## config.mk

```make
export PLATFORM = sky130hd
export DESIGN_NAME = exe_stage
export DESIGN_NICKNAME = d
export VERILOG_FILES = /design/src/rtl/riscv_pkg.sv /design/src/rtl/div_iter.sv /design/src/rtl/exe_stage.sv
export SDC_FILE = /design/constraint.sdc
export NUM_CORES = 2
export LEC_CHECK = 0
export CAP_MARGIN = 20
export CELL_PAD_IN_SITES_DETAIL_PLACEMENT = 1
export CELL_PAD_IN_SITES_GLOBAL_PLACEMENT = 1
export CORE_MARGIN = 10
export CORE_UTILIZATION = 30
export DETAILED_ROUTE_END_ITERATION = 8
export HOLD_SLACK_MARGIN = 0.03
export PLACE_DENSITY_LB_ADDON = 0.1
export SLEW_MARGIN = 20
export SYNTH_ARGS = -nofsm -noshare
export SYNTH_HDL_FRONTEND = slang
export SYNTH_HIERARCHICAL = 1
export SYNTH_SLANG_ARGS = --single-unit
```

## constraint.sdc

```tcl
create_clock -name clk_i -period 12.45 [get_ports clk_i]
set_input_delay 2.49 -clock clk_i [delete_from_list [all_inputs] [get_ports clk_i]]
set_output_delay 2.49 -clock clk_i [all_outputs]
set_load 0.02 [all_outputs]
```

## src/rtl/riscv_pkg.sv

```systemverilog
// Shared RISC-V core definitions: datapath widths, instruction IDs from decode
// and the EXE-stage divider FSM encoding.
package riscv_pkg;

  localparam int XLEN       = 32;
  localparam int GPR_ADDR_W = 5;
  localparam int INST_ID_W  = 6;

  typedef enum logic [1:0] {
    S_IDLE = 2'd0,
    S_BUSY = 2'd1,
    S_DONE = 2'd2
  } exe_state_e;

  // ID 0 and anything above ID_REMU is not a valid instruction
  localparam logic [INST_ID_W-1:0] ID_ADD    = 6'd1;
  localparam logic [INST_ID_W-1:0] ID_SUB    = 6'd2;
  localparam logic [INST_ID_W-1:0] ID_AND    = 6'd3;
  localparam logic [INST_ID_W-1:0] ID_OR     = 6'd4;
  localparam logic [INST_ID_W-1:0] ID_XOR    = 6'd5;
  localparam logic [INST_ID_W-1:0] ID_SLL    = 6'd6;
  localparam logic [INST_ID_W-1:0] ID_SRL    = 6'd7;
  localparam logic [INST_ID_W-1:0] ID_SRA    = 6'd8;
  localparam logic [INST_ID_W-1:0] ID_SLT    = 6'd9;
  localparam logic [INST_ID_W-1:0] ID_SLTU   = 6'd10;
  localparam logic [INST_ID_W-1:0] ID_ADDI   = 6'd11;
  localparam logic [INST_ID_W-1:0] ID_ANDI   = 6'd12;
  localparam logic [INST_ID_W-1:0] ID_ORI    = 6'd13;
  localparam logic [INST_ID_W-1:0] ID_XORI   = 6'd14;
  localparam logic [INST_ID_W-1:0] ID_SLLI   = 6'd15;
  localparam logic [INST_ID_W-1:0] ID_SRLI   = 6'd16;
  localparam logic [INST_ID_W-1:0] ID_SRAI   = 6'd17;
  localparam logic [INST_ID_W-1:0] ID_SLTI   = 6'd18;
  localparam logic [INST_ID_W-1:0] ID_SLTIU  = 6'd19;
  localparam logic [INST_ID_W-1:0] ID_LUI    = 6'd20;
  localparam logic [INST_ID_W-1:0] ID_AUIPC  = 6'd21;
  localparam logic [INST_ID_W-1:0] ID_JAL    = 6'd22;
  localparam logic [INST_ID_W-1:0] ID_JALR   = 6'd23;
  localparam logic [INST_ID_W-1:0] ID_BEQ    = 6'd24;
  localparam logic [INST_ID_W-1:0] ID_BNE    = 6'd25;
  localparam logic [INST_ID_W-1:0] ID_BLT    = 6'd26;
  localparam logic [INST_ID_W-1:0] ID_BGE    = 6'd27;
  localparam logic [INST_ID_W-1:0] ID_BLTU   = 6'd28;
  localparam logic [INST_ID_W-1:0] ID_BGEU   = 6'd29;
  localparam logic [INST_ID_W-1:0] ID_LOAD   = 6'd30;
  localparam logic [INST_ID_W-1:0] ID_STORE  = 6'd31;
  localparam logic [INST_ID_W-1:0] ID_MUL    = 6'd32;
  localparam logic [INST_ID_W-1:0] ID_MULH   = 6'd33;
  localparam logic [INST_ID_W-1:0] ID_MULHSU = 6'd34;
  localparam logic [INST_ID_W-1:0] ID_MULHU  = 6'd35;
  localparam logic [INST_ID_W-1:0] ID_DIV    = 6'd36;
  localparam logic [INST_ID_W-1:0] ID_DIVU   = 6'd37;
  localparam logic [INST_ID_W-1:0] ID_REM    = 6'd38;
  localparam logic [INST_ID_W-1:0] ID_REMU   = 6'd39;

  function automatic logic is_div_id(input logic [INST_ID_W-1:0] id);
    return id inside {ID_DIV, ID_DIVU, ID_REM, ID_REMU};
  endfunction

endpackage

```

## src/rtl/div_iter.sv

```systemverilog
// Radix-2 restoring divider on unsigned magnitudes, one quotient bit per cycle.
// done marks the cycle whose edge retires the final iteration.
module div_iter #(
  parameter int XLEN       = 32,
  parameter int DIV_CYCLES = 32
) (
  input  logic            clk_i,
  input  logic            rst_ni,
  input  logic            start,
  input  logic            abort,
  input  logic [XLEN-1:0] dividend,
  input  logic [XLEN-1:0] divisor,
  output logic            busy,
  output logic            done,
  output logic [XLEN-1:0] quotient,
  output logic [XLEN-1:0] remainder
);

  localparam int CNT_W = $clog2(DIV_CYCLES + 1);

  logic [CNT_W-1:0] cnt;
  logic [XLEN-1:0]  dsr;
  logic [XLEN:0]    partial;
  logic             fits;

  assign partial = {remainder, quotient[XLEN-1]};
  assign fits    = partial >= {1'b0, dsr};
  assign done    = busy && (cnt == CNT_W'(DIV_CYCLES - 1));

  always_ff @(posedge clk_i or negedge rst_ni) begin
    if (!rst_ni) begin
      cnt       <= '0;
      busy      <= 1'b0;
      dsr       <= '0;
      quotient  <= '0;
      remainder <= '0;
    end else if (abort) begin
      cnt  <= '0;
      busy <= 1'b0;
    end else if (start) begin
      cnt       <= '0;
      busy      <= 1'b1;
      dsr       <= divisor;
      quotient  <= dividend;
      remainder <= '0;
    end else if (busy) begin
      remainder <= fits ? XLEN'(partial - {1'b0, dsr}) : partial[XLEN-1:0];
      quotient  <= {quotient[XLEN-2:0], fits};
      cnt       <= done ? '0 : cnt + CNT_W'(1);
      if (done) busy <= 1'b0;
    end
  end

endmodule

```

## src/rtl/exe_stage.sv

```systemverilog
// Execute stage: single-cycle ALU/shift/branch/multiply with a registered
// EXE/MEM bundle, plus a stalling IDLE/BUSY/DONE sequencer for the divider.
module exe_stage #(
  parameter int XLEN       = riscv_pkg::XLEN,
  parameter int DIV_CYCLES = 32
) (
  input  logic                             clk_i,
  input  logic                             rst_ni,
  input  logic [XLEN-1:0]                  pc_i,
  input  logic [XLEN-1:0]                  rs1_val_i,
  input  logic [XLEN-1:0]                  rs2_val_i,
  input  logic [XLEN-1:0]                  imm_i,
  input  logic [riscv_pkg::GPR_ADDR_W-1:0] rd_addr_i,
  input  logic                             rd_we_i,
  input  logic                             mem_re_i,
  input  logic                             mem_we_i,
  input  logic [riscv_pkg::INST_ID_W-1:0]  instr_id_i,
  input  logic                             valid_i,
  input  logic                             flush_i,
  output logic                             stall_o,
  output logic                             br_taken_o,
  output logic [XLEN-1:0]                  br_target_o,
  output logic                             valid_o,
  output logic [XLEN-1:0]                  result_o,
  output logic [XLEN-1:0]                  store_data_o,
  output logic [riscv_pkg::GPR_ADDR_W-1:0] rd_addr_o,
  output logic                             rd_we_o,
  output logic                             mem_re_o,
  output logic                             mem_we_o
);

  import riscv_pkg::*;

  localparam int SH_W = $clog2(XLEN);

  function automatic logic [XLEN-1:0] fix_sign(input logic neg, input logic [XLEN-1:0] mag);
    return neg ? ('0 - mag) : mag;
  endfunction

  exe_state_e             state_q, state_d;
  logic                   div_op, accept_div, div_start, div_busy, div_done;
  logic [XLEN-1:0]        opb, addr_sum, alu_res, target, quotient, remainder, div_res;
  logic signed [XLEN-1:0] rs1_s, opb_s;
  logic [SH_W-1:0]        shamt;
  logic                   known, wb_ok, taken, is_jump;
  logic                   signed_div, dvd_neg, dsr_neg;
  logic                   mul_sa, mul_sb;
  logic signed [XLEN:0]   mul_a, mul_b;
  logic signed [2*XLEN-1:0] mul_p;

  // division context captured at acceptance, used in DONE
  logic                   rem_p1, neg_q_p1, neg_r_p1, zero_p1, rd_we_p1;
  logic [XLEN-1:0]        dvd_p1;
  logic [GPR_ADDR_W-1:0]  rd_addr_p1;

  assign div_op     = is_div_id(instr_id_i);
  assign accept_div = valid_i && div_op && !flush_i;
  assign addr_sum   = rs1_val_i + imm_i;
  assign opb        = (instr_id_i inside {ID_ADDI, ID_ANDI, ID_ORI, ID_XORI, ID_SLLI,
                                          ID_SRLI, ID_SRAI, ID_SLTI, ID_SLTIU}) ? imm_i : rs2_val_i;
  assign rs1_s      = rs1_val_i;
  assign opb_s      = opb;
  assign shamt      = opb[SH_W-1:0];

  assign mul_sa = instr_id_i inside {ID_MULH, ID_MULHSU};
  assign mul_sb = (instr_id_i == ID_MULH);
  assign mul_a  = {mul_sa & rs1_val_i[XLEN-1], rs1_val_i};
  assign mul_b  = {mul_sb & rs2_val_i[XLEN-1], rs2_val_i};
  assign mul_p  = mul_a * mul_b;

  always_comb begin
    alu_res = '0;
    known   = 1'b1;
    wb_ok   = 1'b1;
    taken   = 1'b0;
    is_jump = 1'b0;
    case (instr_id_i)
      ID_ADD, ID_ADDI:     alu_res = rs1_val_i + opb;
      ID_SUB:              alu_res = rs1_val_i - opb;
      ID_AND, ID_ANDI:     alu_res = rs1_val_i & opb;
      ID_OR, ID_ORI:       alu_res = rs1_val_i | opb;
      ID_XOR, ID_XORI:     alu_res = rs1_val_i ^ opb;
      ID_SLL, ID_SLLI:     alu_res = rs1_val_i << shamt;
      ID_SRL, ID_SRLI:     alu_res = rs1_val_i >> shamt;
      ID_SRA, ID_SRAI:     alu_res = rs1_s >>> shamt;
      ID_SLT, ID_SLTI:     alu_res[0] = rs1_s < opb_s;
      ID_SLTU, ID_SLTIU:   alu_res[0] = rs1_val_i < opb;
      ID_LUI:              alu_res = imm_i;
      ID_AUIPC:            alu_res = pc_i + imm_i;
      ID_JAL, ID_JALR: begin
        alu_res = pc_i + XLEN'(4);
        is_jump = 1'b1;
      end
      ID_BEQ:  begin wb_ok = 1'b0; taken = rs1_val_i == rs2_val_i; end
      ID_BNE:  begin wb_ok = 1'b0; taken = rs1_val_i != rs2_val_i; end
      ID_BLT:  begin wb_ok = 1'b0; taken = $signed(rs1_val_i) <  $signed(rs2_val_i); end
      ID_BGE:  begin wb_ok = 1'b0; taken = $signed(rs1_val_i) >= $signed(rs2_val_i); end
      ID_BLTU: begin wb_ok = 1'b0; taken = rs1_val_i <  rs2_val_i; end
      ID_BGEU: begin wb_ok = 1'b0; taken = rs1_val_i >= rs2_val_i; end
      ID_LOAD:             alu_res = addr_sum;
      ID_STORE: begin
        alu_res = addr_sum;
        wb_ok   = 1'b0;
      end
      ID_MUL:                         alu_res = mul_p[XLEN-1:0];
      ID_MULH, ID_MULHSU, ID_MULHU:   alu_res = mul_p[2*XLEN-1:XLEN];
      ID_DIV, ID_DIVU, ID_REM, ID_REMU: alu_res = '0;
      default:             known = 1'b0;
    endcase
  end

  // redirect is only meaningful for a live instruction the sequencer accepts
  assign target      = (instr_id_i == ID_JALR) ? (addr_sum & ~XLEN'(1)) : (pc_i + imm_i);
  assign br_taken_o  = rst_ni && (state_q == S_IDLE) && valid_i && !flush_i && (taken || is_jump);
  assign br_target_o = rst_ni ? target : '0;

  assign signed_div = instr_id_i inside {ID_DIV, ID_REM};
  assign dvd_neg    = signed_div && rs1_val_i[XLEN-1];
  assign dsr_neg    = signed_div && rs2_val_i[XLEN-1];

  div_iter #(
    .XLEN       (XLEN),
    .DIV_CYCLES (DIV_CYCLES)
  ) u_div (
    .clk_i     (clk_i),
    .rst_ni    (rst_ni),
    .start     (div_start),
    .abort     (flush_i),
    .dividend  (fix_sign(dvd_neg, rs1_val_i)),
    .divisor   (fix_sign(dsr_neg, rs2_val_i)),
    .busy      (div_busy),
    .done      (div_done),
    .quotient  (quotient),
    .remainder (remainder)
  );

  always_ff @(posedge clk_i or negedge rst_ni) begin
    if (!rst_ni) state_q <= S_IDLE;
    else         state_q <= state_d;
  end

  always_comb begin
    state_d = state_q;
    case (state_q)
      S_IDLE:  if (accept_div) state_d = S_BUSY;
      S_BUSY:  if (div_done) state_d = S_DONE;
      S_DONE:  state_d = S_IDLE;
      default: state_d = S_IDLE;
    endcase
    if (flush_i) state_d = S_IDLE;
  end

  always_comb begin
    stall_o   = 1'b0;
    div_start = 1'b0;
    case (state_q)
      S_IDLE: begin
        stall_o   = rst_ni && accept_div;
        div_start = accept_div;
      end
      S_BUSY:  stall_o = rst_ni && div_busy;
      default: ;
    endcase
  end

  always_ff @(posedge clk_i or negedge rst_ni) begin
    if (!rst_ni) begin
      rem_p1     <= 1'b0;
      neg_q_p1   <= 1'b0;
      neg_r_p1   <= 1'b0;
      zero_p1    <= 1'b0;
      rd_we_p1   <= 1'b0;
      dvd_p1     <= '0;
      rd_addr_p1 <= '0;
    end else if (div_start) begin
      rem_p1     <= instr_id_i inside {ID_REM, ID_REMU};
      neg_q_p1   <= dvd_neg ^ dsr_neg;
      neg_r_p1   <= dvd_neg;
      zero_p1    <= (rs2_val_i == '0);
      rd_we_p1   <= rd_we_i;
      dvd_p1     <= rs1_val_i;
      rd_addr_p1 <= rd_addr_i;
    end
  end

  always_comb begin
    if (zero_p1)     div_res = rem_p1 ? dvd_p1 : '1;
    else if (rem_p1) div_res = fix_sign(neg_r_p1, remainder);
    else             div_res = fix_sign(neg_q_p1, quotient);
  end

  // EXE/MEM boundary
  always_ff @(posedge clk_i or negedge rst_ni) begin
    if (!rst_ni) begin
      valid_o      <= 1'b0;
      result_o     <= '0;
      store_data_o <= '0;
      rd_addr_o    <= '0;
      rd_we_o      <= 1'b0;
      mem_re_o     <= 1'b0;
      mem_we_o     <= 1'b0;
    end else if (flush_i || state_q == S_BUSY || (state_q == S_IDLE && (!valid_i || div_op))) begin
      valid_o  <= 1'b0;
      rd_we_o  <= 1'b0;
      mem_re_o <= 1'b0;
      mem_we_o <= 1'b0;
    end else if (state_q == S_DONE) begin
      valid_o   <= 1'b1;
      result_o  <= div_res;
      rd_addr_o <= rd_addr_p1;
      rd_we_o   <= rd_we_p1;
      mem_re_o  <= 1'b0;
      mem_we_o  <= 1'b0;
    end else begin
      valid_o      <= 1'b1;
      result_o     <= alu_res;
      store_data_o <= rs2_val_i;
      rd_addr_o    <= rd_addr_i;
      rd_we_o      <= known && wb_ok && rd_we_i;
      mem_re_o     <= known && mem_re_i;
      mem_we_o     <= known && mem_we_i;
    end
  end

endmodule
```

# After elaboration in Yosys (flattened, before gate mapping)
# Index checks and enable logic that the tools add are counted.
# op_classes
muxes	44
magnitude_cmp	7
add_sub_neg	11
n_bitwise	9
n_reduce_logical	49
multipliers	1
shift	3
eq_ne	46
# op_table
op	n
$mux W32	16
$pmux W31 S14	1
$lt A32 B32 Y1	4
$sub A1 B32 Y32 const A	4
$eq A6 B5 Y1 const B	17
$add A32 B32 Y32	3
$ge A32 B32 Y1	2
$mul A33 B33 Y64	1
$sub A32 B32 Y32	2
$eq A6 B4 Y1 const B	8
$eq A6 B6 Y1 const B	8
$reduce_or A39 Y1	1
$ge A33 B32 Y1	1
$add A32 B3 Y32 const B	1
$and A32 B32 Y32	1
$eq A32 B32 Y1	1
$logic_not A32 Y1	1
$ne A32 B32 Y1	1
$or A32 B32 Y32	1
$shl A32 B5 Y32	1
$shr A32 B5 Y32	1
$sshr A32 B5 Y32	1
$xor A32 B32 Y32	1
$eq A6 B3 Y1 const B	4
30 further kinds	88
# word_totals
inputBits	146
wordCells	190
register_bits	220
out_inout_bits	107

# Longest topological paths before layout
# depth
ltp_word	7
depth_mapped	34
depth_no_buf	30

# Modules after synthesis
# The synthesis kept the hierarchy.
# modules_own_cells
module	cells_per_inst	seq_area_each_um2	n_inst	area_per_inst_um2
exe_stage	7588	2927.8	1	60768.3
div_iter	723	2577.5	1	6344.8

# Worst setup path after synthesis
# OpenSTA, ideal clock, no wires.
# synth_timing
path_type	input port to flip-flop
start	input instr_id_i[4] (netlist name)
end	register result_o[26]
setup_time_ps	126
required_ps	12324
slack_ps	1160
path_stages	31
t_arrival_ps	11164
cell_sequence	buf_4 -> clkbuf_1 -> nor4b_2 -> nor3b_1 -> clkbuf_1 -> nand2_1 -> fa_1 -> fa_1 -> inv_1 -> fa_1 -> inv_1 -> fa_1 -> inv_1 -> fa_1 -> fa_1 -> inv_1 -> fa_1 -> fa_1 -> inv_1 -> ha_1 -> clkbuf_1 -> a21o_1 -> a21o_1 -> a21oi_1 -> o21ai_0 -> a221oi_1 -> o311ai_0 -> a211oi_1 -> nand3_1 -> a211oi_1 -> a21oi_1
# synth_via
elab_chain_cells	6
elab_cells_between_ends	61
classes_between	2 x add/sub; 1 x mul; 31 x eq/ne; 3 x shift; 3 x mux; 5 x bitwise; 16 x reduce/logical
# synth_rtl
item	line	source
start, declared	exe_stage.sv:17	input logic [riscv_pkg::INST_ID_W-1:0] instr_id_i,
$eq A6 B6 Y1, or another cell as far along	exe_stage.sv:65, exe_stage.sv:66, exe_stage.sv:77	
$reduce_bool A2 Y1 or $reduce_bool A9 Y1 (tied branches)	exe_stage.sv:65, exe_stage.sv:59	
$and A1 B1 Y1 or $mux W32 (tied branches)	exe_stage.sv:67, exe_stage.sv:60	
$mul A33 B33 Y64, or another cell as far along	exe_stage.sv:69	assign mul_p = mul_a * mul_b;
$pmux W31 S14	exe_stage.sv:77	case (instr_id_i)
$mux W32	exe_stage.sv:207	end else if (state_q == S_DONE) begin
end signal, assigned	exe_stage.sv:209	result_o <= div_res;
end signal, assigned	exe_stage.sv:216	result_o <= alu_res;
end, declared	exe_stage.sv:24	output logic [XLEN-1:0] result_o,
# Parallel ways exist; a longest one is shown, timed or not.
# A chain may end at the register's enable or synchronous reset.

# Worst setup path in the final report
# layout_timing
start	input instr_id_i[0] (netlist name)
end	register result_o[8]
# Same word-level chain as after synthesis.

==> flow_summary.html <==
<table>
<tr><th>Metric</th><th>Value</th></tr>
<tr><th colspan="2">Yosys</th></tr>
<tr><td>Mean Syn Cell Area</td><td>8.08 sq um</td></tr>
<tr><td>Count leader, synth</td><td>sky130_fd_sc_hd__inv_1</td></tr>
<tr><td>Post-Syn Nets</td><td>10060</td></tr>
<tr><td>Number of instances in the synthesized netlist</td><td>8311</td></tr>
<tr><td>Biggest area contributors in the synthesized netlist</td><td>sky130_fd_sc_hd__fa_1, sky130_fd_sc_hd__ha_1, sky130_fd_sc_hd__dfrtp_1</td></tr>
<tr><td>Distinct cells, synth</td><td>109</td></tr>
<tr><td>Async set-reset flop share out of synthesis</td><td>100%</td></tr>
<tr><td>Warnings from Yosys</td><td>6</td></tr>
<tr><td>Top cell type by total area after synthesis</td><td>sky130_fd_sc_hd__fa_1</td></tr>
<tr><td>Synthesis-stage register bit count</td><td>220</td></tr>
<tr><td>Share of synthesized area occupied by flip-flops and latches</td><td>8.20%</td></tr>
<tr><td>Commonest cells post-synth</td><td>sky130_fd_sc_hd__inv_1, sky130_fd_sc_hd__nand2_1, sky130_fd_sc_hd__fa_1</td></tr>
<tr><td>Top_reg_cell synth</td><td>sky130_fd_sc_hd__dfrtp_1</td></tr>
<tr><td>Number of enable-type register cells in the synthesized netlist</td><td>0</td></tr>
<tr><td>Post-synth top area share</td><td>33.7%</td></tr>
<tr><td>Synthesized cell area</td><td>0.0671 sq mm</td></tr>
<tr><th colspan="2">Drt</th></tr>
<tr><td>DRC errors left</td><td>0</td></tr>
<tr><td>Vias per inst</td><td>5.51</td></tr>
<tr><td>Average detailed-routed wire length per instance</td><td>33.0 microns</td></tr>
<tr><td>Total number of vias</td><td>63160</td></tr>
<tr><td>Number of DRC violations after detailed-routing iteration 0</td><td>5107</td></tr>
<tr><td>Overall routed net length</td><td>378000 microns</td></tr>
<tr><td>Number of detailed-route iterations in the first pass</td><td>5</td></tr>
<tr><td>Number of antenna-violating nets in the routed design</td><td>0</td></tr>
<tr><th colspan="2">Clocking</th></tr>
<tr><td>Clock-pin slew on the worst setup and hold paths</td><td>0.06 ns</td></tr>
<tr><td>Clock Sink Count</td><td>220</td></tr>
<tr><td>Depth of the CTS H-tree</td><td>1</td></tr>
<tr><td>Buffer count from post-CTS setup fixing</td><td>0</td></tr>
<tr><td>Clock tree from TritonCTS</td><td>yes</td></tr>
<tr><td>Maximum buffer depth of the clock tree</td><td>3</td></tr>
<tr><td>Post_cts resized</td><td>0</td></tr>
<tr><td>Clock buffer count from CTS</td><td>31</td></tr>
<tr><td>Cell chosen for the clock root</td><td>sky130_fd_sc_hd__clkbuf_16</td></tr>
<tr><td>Total of hold buffers inserted after clock tree synthesis</td><td>0</td></tr>
<tr><td>Later-pin clock latency in the skew report</td><td>0.70 ns</td></tr>
<tr><th colspan="2">Worst setup path</th></tr>
<tr><td>Endpoint of the most critical register-to-register path</td><td>result_o[25]$_DFFE_PN0P_</td></tr>
<tr><td>WP data arrival</td><td>11.98 ns</td></tr>
<tr><td>Kind of start point of the critical path</td><td>input port</td></tr>
<tr><td>Crit path top cell by count</td><td>sky130_fd_sc_hd__fa_1</td></tr>
<tr><td>CP Max Fanout</td><td>11</td></tr>
<tr><td>Cells on worst reg2reg path</td><td>11</td></tr>
<tr><td>R2R setup slack</td><td>7.61 ns</td></tr>
<tr><td>Cell with the largest stage delay on the worst path</td><td>sky130_fd_sc_hd__a2111oi_0</td></tr>
<tr><td>CP endpoint kind</td><td>flop</td></tr>
<tr><td>Biggest cell delay along the critical path</td><td>0.94 ns</td></tr>
<tr><td>Critical path endpoint</td><td>result_o[8]$_DFFE_PN0P_</td></tr>
<tr><td>Worst R2R Start</td><td>u_div/quotient[3]$_DFFE_PN0P_</td></tr>
<tr><td>Required time at the endpoint of the critical path</td><td>13.01 ns</td></tr>
<tr><td>Setup crit start</td><td>instr_id_i[0]</td></tr>
<tr><td>Worst Path Class, Setup</td><td>input port to flop</td></tr>
<tr><th colspan="2">Global routing</th></tr>
<tr><td>Antenna violations before repair</td><td>35</td></tr>
<tr><td>Global-route wire length before repair</td><td>532000 microns</td></tr>
<tr><td>Number of global-route vias before repair</td><td>67228</td></tr>
<tr><td>Maximum number of pins on one net before global-route repair</td><td>75</td></tr>
<tr><td>Total grt overflow</td><td>0</td></tr>
<tr><td>Global Route Usage Sum</td><td>30.3%</td></tr>
<tr><th colspan="2">Job</th></tr>
<tr><td>Max-cap violations</td><td>0</td></tr>
<tr><th colspan="2">Cells and area</th></tr>
<tr><td>Area growth from synthesis to layout</td><td>11.9%</td></tr>
<tr><td>Final net count</td><td>10189</td></tr>
<tr><td>Fraction of layout instances using a drive strength above 1</td><td>7.27%</td></tr>
<tr><td>Utilization after layout</td><td>33.8%</td></tr>
<tr><th colspan="2">Die</th></tr>
<tr><td>Die Area</td><td>0.243 sq mm</td></tr>
<tr><td>Starting Density</td><td>30.2%</td></tr>
<tr><td>Core Region</td><td>0.222 sq mm</td></tr>
<tr><td>Die width</td><td>493 microns</td></tr>
<tr><td>Ports</td><td>253</td></tr>
<tr><td>Placement Rows</td><td>173</td></tr>
<tr><td>Die Span Y</td><td>493 microns</td></tr>
<tr><th colspan="2">Timing</th></tr>
<tr><td>Pins Over Slew Limit</td><td>0</td></tr>
<tr><td>Final Hold Vio Count</td><td>0</td></tr>
<tr><td>F_max</td><td>87.6 MHz</td></tr>
<tr><td>Final setup violating endpoints</td><td>0</td></tr>
<tr><td>Unrepaired setup endpoints after global routing</td><td>no</td></tr>
<tr><td>Transition time at the pin with the least slew margin</td><td>1.29 ns</td></tr>
<tr><td>Slew margin rel.</td><td>13.4%</td></tr>
<tr><td>Final Critical Period</td><td>11.41 ns</td></tr>
<tr><td>Setup total negative slack</td><td>0 ns</td></tr>
<tr><td>Final Skew</td><td>0.0291 ns</td></tr>
<tr><td>Final worst path period share</td><td>91.7%</td></tr>
<tr><th colspan="2">Placement</th></tr>
<tr><td>Routability-driven placement congestion ratio</td><td>1.00</td></tr>
<tr><td>Number of port buffers</td><td>252</td></tr>
<tr><td>Detailed-placement wirelength estimate</td><td>313000 microns</td></tr>
<tr><th colspan="2">Worst hold path</th></tr>
<tr><td>Hold depth</td><td>2</td></tr>
<tr><td>Classification of the worst-slack hold path</td><td>flop to flop</td></tr>
<tr><th colspan="2">Status</th></tr>
<tr><td>Status</td><td>complete, no violations</td></tr>
</table>
-- cells in the final DEF (no fill, tap or decap), types with 34 or more instances in the layout --
cell / n
sky130_fd_sc_hd__inv_1: 1365
sky130_fd_sc_hd__nand2_1: 1230
sky130_fd_sc_hd__fa_1: 1130
sky130_fd_sc_hd__nor2_1: 657
sky130_fd_sc_hd__ha_1: 473
sky130_fd_sc_hd__o21ai_0: 426
sky130_fd_sc_hd__a21oi_1: 382
sky130_fd_sc_hd__buf_4: 340
sky130_fd_sc_hd__dfrtp_1: 220
sky130_fd_sc_hd__xnor2_1: 206
sky130_fd_sc_hd__clkdlybuf4s50_1: 196
sky130_fd_sc_hd__nand3_1: 123
sky130_fd_sc_hd__nor3_1: 111
sky130_fd_sc_hd__xor2_1: 105
sky130_fd_sc_hd__a21o_1: 93
sky130_fd_sc_hd__mux2i_1: 85
sky130_fd_sc_hd__a211oi_1: 74
sky130_fd_sc_hd__mux2_2: 71
sky130_fd_sc_hd__a31oi_1: 65
sky130_fd_sc_hd__nand4_1: 58
sky130_fd_sc_hd__buf_2: 54
sky130_fd_sc_hd__o21bai_1: 49
sky130_fd_sc_hd__o22ai_1: 47
sky130_fd_sc_hd__o31ai_1: 43
sky130_fd_sc_hd__a221oi_1: 43
sky130_fd_sc_hd__and2_1: 42
sky130_fd_sc_hd__nor2b_1: 40
sky130_fd_sc_hd__o211ai_1: 38
sky130_fd_sc_hd__a22oi_1: 35
sky130_fd_sc_hd__nor4_1: 35
sky130_fd_sc_hd__o21a_1: 34
-- worst min path at each step --
stage / slack [ns] / start / endpoint
after floorplan: 0.44 / dvd_p1[12]$_DFFE_PN0P_ / dvd_p1[12]$_DFFE_PN0P_
after global placement: 0.46 / rd_addr_p1[1]$_DFFE_PN0P_ / rd_addr_p1[1]$_DFFE_PN0P_
after detailed placement: 0.47 / rd_addr_p1[3]$_DFFE_PN0P_ / rd_addr_p1[3]$_DFFE_PN0P_
after CTS: 0.48 / dvd_p1[16]$_DFFE_PN0P_ / dvd_p1[16]$_DFFE_PN0P_
after global routing: 0.49 / rd_addr_p1[3]$_DFFE_PN0P_ / rd_addr_p1[3]$_DFFE_PN0P_
final: 0.48 / dvd_p1[16]$_DFFE_PN0P_ / dvd_p1[16]$_DFFE_PN0P_
-- final cells by class --
cell class	count	area, sq um
Fill cell	26418	147000
Multi-Input combinational cell	6199	54500
Antenna cell	13	32.5
Clock inverter	22	319
Inverter	1387	5210
Sequential cell	220	5510
Timing Repair Buffer	601	4990
Clock buffer	36	815
Tap cell	2975	3720
-- worst max-delay path: cells and delay by family --
kind                       cells  cell delay [ns]
AOI/OAI and AO/OA              4             1.54
xor gates and xnor gates       2             0.40
adders and majority gates      9             4.18
buffers and inverters         11             2.25
and+or+nand+nor                5             1.05
-- flip-flops by register name (all words and copies together) (netlist names) --
signal and cells:
dvd_p1 32, result_o 32, store_data_o 32, u_div/dsr 32, u_div/quotient 32, u_div/remainder 32
u_div/cnt 6, rd_addr_o 5, rd_addr_p1 5, state_q 2, mem_re_o 1, mem_we_o 1
neg_q_p1 1, neg_r_p1 1, rd_we_o 1, rd_we_p1 1, rem_p1 1, u_div/busy 1
valid_o 1, zero_p1 1
-- through the flow --
step / setup WS, ns / hold slack (ns) / instance area, sq um / cells
6_report: 1.04 / 0.481 / 75100 / 11453
5_1_grt: 0.583 / 0.495 / 75100 / 11445
4_1_cts: 1.18 / 0.483 / 75100 / 11439
3_3_place_gp: 0.503 / 0.457 / 73900 / 11380
2_1_floorplan: 1.16 / 0.445 / 67100 / 8311
3_5_place_dp: 0.486 / 0.467 / 73900 / 11381
-- metal layers --
layer / wire length, microns / global-route usage (%) / vias up
li1: - / - / 27140
met1: 164000 / 40.5 / 33665
met2: 178000 / 50.3 / 1926
met3: 18300 / 3.02 / 423
met4: 17700 / 11.8 / 6
met5: 27 / 0 / -
-- cell families after synthesis --
family          after synthesis  synth area share [%]
buf+inv                    1892                  10.7
fa+ha+maj                  1603                  42.5
compound gates             1625                  15.7
flops                       220                  8.20
xor+xnor                    312                  4.07
mux                         162                  2.61
simple gates               2497                  16.1
Power is left out: the tool's default activity adds up to more than one toggle a clock period on the data nets, which glitch-free logic cannot reach.
